<file path="config.mk">
export PLATFORM = sky130hd
export DESIGN_NAME = axis_uart_tx
export DESIGN_NICKNAME = d
export VERILOG_FILES = /design/src/rtl/axis_uart_tx.sv
export SDC_FILE = /design/constraint.sdc
export NUM_CORES = 1
export LEC_CHECK = 0
export CAP_MARGIN = 25
export CORE_UTILIZATION = 44
export CTS_CLUSTER_DIAMETER = 150
export CTS_CLUSTER_SIZE = 30
export DETAILED_ROUTE_END_ITERATION = 6
export PLACE_DENSITY_LB_ADDON = 0.25
export SKIP_CTS_REPAIR_TIMING = 1
export SLEW_MARGIN = 20
export SYNTH_ARGS = -nofsm -noshare
export SYNTH_HDL_FRONTEND = slang
export SYNTH_SLANG_ARGS = --single-unit
</file>
<file path="constraint.sdc">
create_clock -name clock -period 3.65 [get_ports clock]
set_input_delay 0.73 -clock clock [delete_from_list [all_inputs] [get_ports clock]]
set_output_delay 0.73 -clock clock [all_outputs]
set_load 0.02 [all_outputs]
</file>
<file path="src/rtl/axis_uart_tx.sv">
// AXI-stream byte to asynchronous UART frame serializer (8 data bits, optional parity, one stop bit).
// Outputs are all registered; one frame is sent per accepted ivalid/iready handshake.
module axis_uart_tx #(
    parameter int DIVIDER = 104,
    parameter int PARITY  = 0
) (
    input  logic       clock,
    input  logic       reset,
    input  logic [7:0] idata,
    input  logic       ivalid,
    output logic       iready,
    output logic       txd,
    output logic       busy
);

    localparam int CW = (DIVIDER < 2) ? 1 : $clog2(DIVIDER);
    localparam logic [CW-1:0] BAUD_MAX = CW'(DIVIDER - 1);

    if (DIVIDER < 2) begin : g_bad_divider
        $error("axis_uart_tx: DIVIDER must be at least 2");
    end
    if (PARITY < 0 || PARITY > 2) begin : g_bad_parity
        $error("axis_uart_tx: PARITY must be 0 (none), 1 (odd) or 2 (even)");
    end

    typedef enum logic [2:0] {
        ST_IDLE,
        ST_START,
        ST_DATA,
        ST_PARITY,
        ST_STOP
    } state_t;

    state_t        state;
    logic [CW-1:0] baud;
    logic [2:0]    bitidx;
    logic [7:0]    shreg;
    logic          parbit;
    logic          accept;
    logic          boundary;

    function automatic logic parity_of(input logic [7:0] d);
        return (PARITY == 1) ? ~^d : ^d;
    endfunction

    assign accept   = (state == ST_IDLE) && ivalid && iready;
    assign boundary = (baud == '0);

    // Control path: state, baud/bit counters and the registered outputs.
    always_ff @(posedge clock or posedge reset) begin
        if (reset) begin
            state  <= ST_IDLE;
            baud   <= '0;
            bitidx <= '0;
            txd    <= 1'b1;
            busy   <= 1'b0;
            iready <= 1'b0;
        end else begin
            case (state)
                ST_IDLE: begin
                    iready <= 1'b1;
                    busy   <= 1'b0;
                    txd    <= 1'b1;
                    if (accept) begin
                        state  <= ST_START;
                        baud   <= BAUD_MAX;
                        iready <= 1'b0;
                        busy   <= 1'b1;
                        txd    <= 1'b0;
                    end
                end
                ST_START: begin
                    if (boundary) begin
                        state  <= ST_DATA;
                        baud   <= BAUD_MAX;
                        bitidx <= '0;
                        txd    <= shreg[0];
                    end else begin
                        baud <= baud - 1'b1;
                    end
                end
                ST_DATA: begin
                    if (boundary) begin
                        baud <= BAUD_MAX;
                        if (bitidx == 3'd7) begin
                            if (PARITY != 0) begin
                                state <= ST_PARITY;
                                txd   <= parbit;
                            end else begin
                                state <= ST_STOP;
                                txd   <= 1'b1;
                            end
                        end else begin
                            // shreg shifts on this same edge, so the next bit is still at [1]
                            bitidx <= bitidx + 3'd1;
                            txd    <= shreg[1];
                        end
                    end else begin
                        baud <= baud - 1'b1;
                    end
                end
                ST_PARITY: begin
                    if (boundary) begin
                        state <= ST_STOP;
                        baud  <= BAUD_MAX;
                        txd   <= 1'b1;
                    end else begin
                        baud <= baud - 1'b1;
                    end
                end
                ST_STOP: begin
                    if (boundary) begin
                        state  <= ST_IDLE;
                        iready <= 1'b1;
                        busy   <= 1'b0;
                        txd    <= 1'b1;
                    end else begin
                        baud <= baud - 1'b1;
                    end
                end
                default: begin
                    state  <= ST_IDLE;
                    baud   <= '0;
                    bitidx <= '0;
                    txd    <= 1'b1;
                    busy   <= 1'b0;
                    iready <= 1'b0;
                end
            endcase
        end
    end

    // Data path: byte capture and LSB-first shifting, no reset needed.
    always_ff @(posedge clock) begin
        if (accept) begin
            shreg  <= idata;
            parbit <= parity_of(idata);
        end else if (state == ST_DATA && boundary) begin
            shreg <= {1'b0, shreg[7:1]};
        end
    end

endmodule
</file>
==> run metrics <==
Clock Tree Buf Depth 2; maximum resistive drop on vdd 0.0003355 V; final number of max-transition violations 0; gp weighted congestion 0.8338; average footprint of a synthesized cell approximately 10 µm²; largest net degree at the start of global routing 18; Worst Path Arrival 2300 ps; total global-route track usage 18.31%; number of global-route vias before repair 968; later-pin clock latency in the skew report 320 ps; die width 56.80 µm; total number of nets in the final design 154; area growth from synthesis to final layout 12.88%; count of vias placed by the detailed router 1038; Final Skew 11.88 ps; overall die area 3226 µm²; Core Area 2805 µm²; number of remaining DRC errors 0; Sequential Area 641.9 µm²; Worst Setup End Kind flip-flop; worst hold stages 1; cell family with the largest share of critical-path delay simple AND/OR/NAND/NOR gates; max-cap viol count 0; Yosys warning total 0; clock sink total 24; outcome finished, final reports clean; flop and latch count out of synthesis 24; total global routing overflow 0; number of endpoints failing setup at the final stage 0; clock root buffer master sky130_fd_sc_hd__clkbuf_4; post-route minimum period 2259 ps; clock tree from TritonCTS done; count of mapped cells out of synthesis approximately 130; effective utilization at floorplan 47.10%; number of antenna-violating nets in the routed design 0; top cell types by occurrence after synthesis sky130_fd_sc_hd__o21ai_0 (20), sky130_fd_sc_hd__dfrtp_1 (15), sky130_fd_sc_hd__edfxtp_1 (8), sky130_fd_sc_hd__nor2_1 (8); Achievable Freq roughly 440 MHz; ratio of cells with drive above 1 in the final layout 17.27%; worst r2r src baud[1]$_DFFE_PP0P_; initial detailed-routing violation count 49; Power Density 566.1 nW/µm²; average wire per cell in the routed design around 15 µm; port bufs 13; final HPWL from detailed placement 1820 µm; Leak 0.5773 nW; startpoint of the most critical hold path bitidx[0]$_DFFE_PP0P_; Hold Crit Class flip-flop to flip-flop; Antenna diodes 0; worst hold endpoint bitidx[0]$_DFFE_PP0P_; CP startpoint baud[1]$_DFFE_PP0P_; Max transition margin 44.48%; first-pass GRT wire length around 4500 µm; number of nets in the synthesized netlist around 140; distinct cell type count after synthesis 42; total iterations of the first detailed-routing run 4; initial antenna violation count 0; Critical Path, Cell by Cell inv_1, ha_1, nor4b_4, nand2_2, a2111oi_2, buf_4; CP Class flip-flop to flip-flop; Final Power 0.8443 mW; Main synth FF type sky130_fd_sc_hd__dfrtp_1; cell accounting for the most synthesized area sky130_fd_sc_hd__dfrtp_1; chip height 56.80 µm; leading cell type by number of instances after synthesis sky130_fd_sc_hd__o21ai_0; endpoints failing hold 0; crit path buf inv count 2; sequential area share after synthesis 48.58%; Fin Setup TNS 0 ps; Filler Cell Count 248; ranking of synthesized cells by area sky130_fd_sc_hd__dfrtp_1 (28%), sky130_fd_sc_hd__edfxtp_1 (18%), sky130_fd_sc_hd__o21ai_0 (7.6%); cell count of the worst reg-to-reg path 6; standard-cell rows 19; r2r setup slk 1390 ps; IO Count 14; Clk pin slew, worst setup/hold paths 140 ps; number of flops mapped to enable cells by yosys 8; startpoint class of the critical path flip-flop; number of buffers inserted during clock tree synthesis 3; overall routed net length 2541 µm; post-synth design cell area 1321 µm²; terminus of the critical flop-to-flop path shreg[7]$_SDFFCE_PN0P_; share of synthesized registers carrying an async set or reset about two thirds; combined area of the multi-input logic cells 624.3 µm²; RSZ-0062 raised after global routing no; CP max stage delay around 420 ps; required time at the endpoint of the critical path 3690 ps; portion of the clock cycle consumed by the worst path in the final layout 61.89%; highest fanout seen on the critical path 10; area share of the largest cell type after synthesis 28.41%; Avg Vias per Cell between 6 and 7; slowest library cell on the worst path sky130_fd_sc_hd__dfrtp_1; actual slew at the worst max-slew pin 829.7 ps; maximum level of the CTS H-tree 1
==> sequential cells by signal (all words and copies together), names as in the netlist <==
register	count
state	3
shreg	8
bitidx	3
busy	1
iready	1
baud	7
txd	1
==> worst max path at each step <==
stage	endpoint	slack, ps	depth (start not counted)
6_report	shreg[7]$_SDFFCE_PN0P_	1390	6
5_1_grt	shreg[5]$_DFFE_PP_	1240	6
4_1_cts	shreg[7]$_SDFFCE_PN0P_	1380	6
3_5_place_dp	shreg[1]$_DFFE_PP_	1150	6
3_3_place_gp	shreg[4]$_DFFE_PP_	1190	6
2_1_floorplan	shreg[0]$_DFFE_PP_	1380	5
==> through the flow <==
step / hold WS (ps) / cells / utilization, % / setup slack, ps / instance area [µm²]
after floorplan: 457.2 / 127 / - / 1383 / 1321
after global routing: 538.3 / 170 / 53.17 / 1239 / 1491
final: 509.6 / 170 / 53.17 / 1391 / 1491
after CTS: 508.7 / 170 / 53.17 / 1375 / 1491
after global placement: 475.8 / 166 / 52.23 / 1185 / 1465
after detailed placement: 486.6 / 166 / 52.23 / 1153 / 1465
==> routing by layer <==
metal / GRT usage, % / part of all wire, % / vias to the layer above
met5: 0 / 0 / -
met4: 8.362 / 2.0 / 0
met3: 2.074 / 5.2 / 6
met2: 27.55 / 44 / 39
met1: 26.40 / 49 / 497
li1: - / - / 496
==> worst reg2reg max path, cell delays in order, from the launching register on <==
cell,delay [ps]
sky130_fd_sc_hd__dfrtp_1,420
sky130_fd_sc_hd__inv_1,80
sky130_fd_sc_hd__ha_1,230
sky130_fd_sc_hd__nor4b_4,380
sky130_fd_sc_hd__nand2_2,240
sky130_fd_sc_hd__a2111oi_2,400
sky130_fd_sc_hd__buf_4,230
==> logic make-up (layout without fill, tap and decap cells) <==
logic type,after synthesis,after routing,synth area share [%]
flip-flops,24,24,48.58
AND/OR/NAND/NOR,40,40,17.99
buffers and inverters,12,24,4.166
AO/OA/AOI/OAI,39,39,18.84
multiplexers,8,8,6.724
adder cells (fa/ha/maj),4,4,3.693
==> power breakdown <==
| group | total (mW) | internal (mW) | switching (mW) |
|---|---|---|---|
| clock network | 0.122 | 0.0401 | 0.0815 |
| registers | 0.425 | 0.351 | 0.0741 |
| logic | 0.297 | 0.154 | 0.143 |
==> cell usage in the layout (no fill, tap or decap), types with 2 or more instances in the layout <==
master	count
sky130_fd_sc_hd__o22ai_1	2
sky130_fd_sc_hd__nand3_1	3
sky130_fd_sc_hd__nand2_1	7
sky130_fd_sc_hd__ha_1	3
sky130_fd_sc_hd__nand2b_1	2
sky130_fd_sc_hd__and2_1	2
sky130_fd_sc_hd__nand3b_1	2
sky130_fd_sc_hd__nor3_1	4
sky130_fd_sc_hd__a22o_2	2
sky130_fd_sc_hd__dfrtp_1	15
sky130_fd_sc_hd__nor2_1	8
sky130_fd_sc_hd__mux2_2	7
sky130_fd_sc_hd__clkdlybuf4s50_1	13
sky130_fd_sc_hd__edfxtp_1	8
sky130_fd_sc_hd__a31oi_1	2
sky130_fd_sc_hd__inv_1	6
sky130_fd_sc_hd__clkbuf_4	3
sky130_fd_sc_hd__o21ai_0	20
sky130_fd_sc_hd__nand4_1	2
sky130_fd_sc_hd__a221oi_1	2
sky130_fd_sc_hd__a21oi_1	5
==> area by class of cell <==
type                            count  area share, %
Sequential cell                    24          43.04
Inverter                            6          1.510
Timing Repair Buffer               14          9.228
Clock buffer                        3          1.510
Clock inverter                      1         0.2517
Tap cell                           31          2.601
Multi-Input combinational cell     91          41.86
Note: power is estimated with default switching activity, not from simulation.
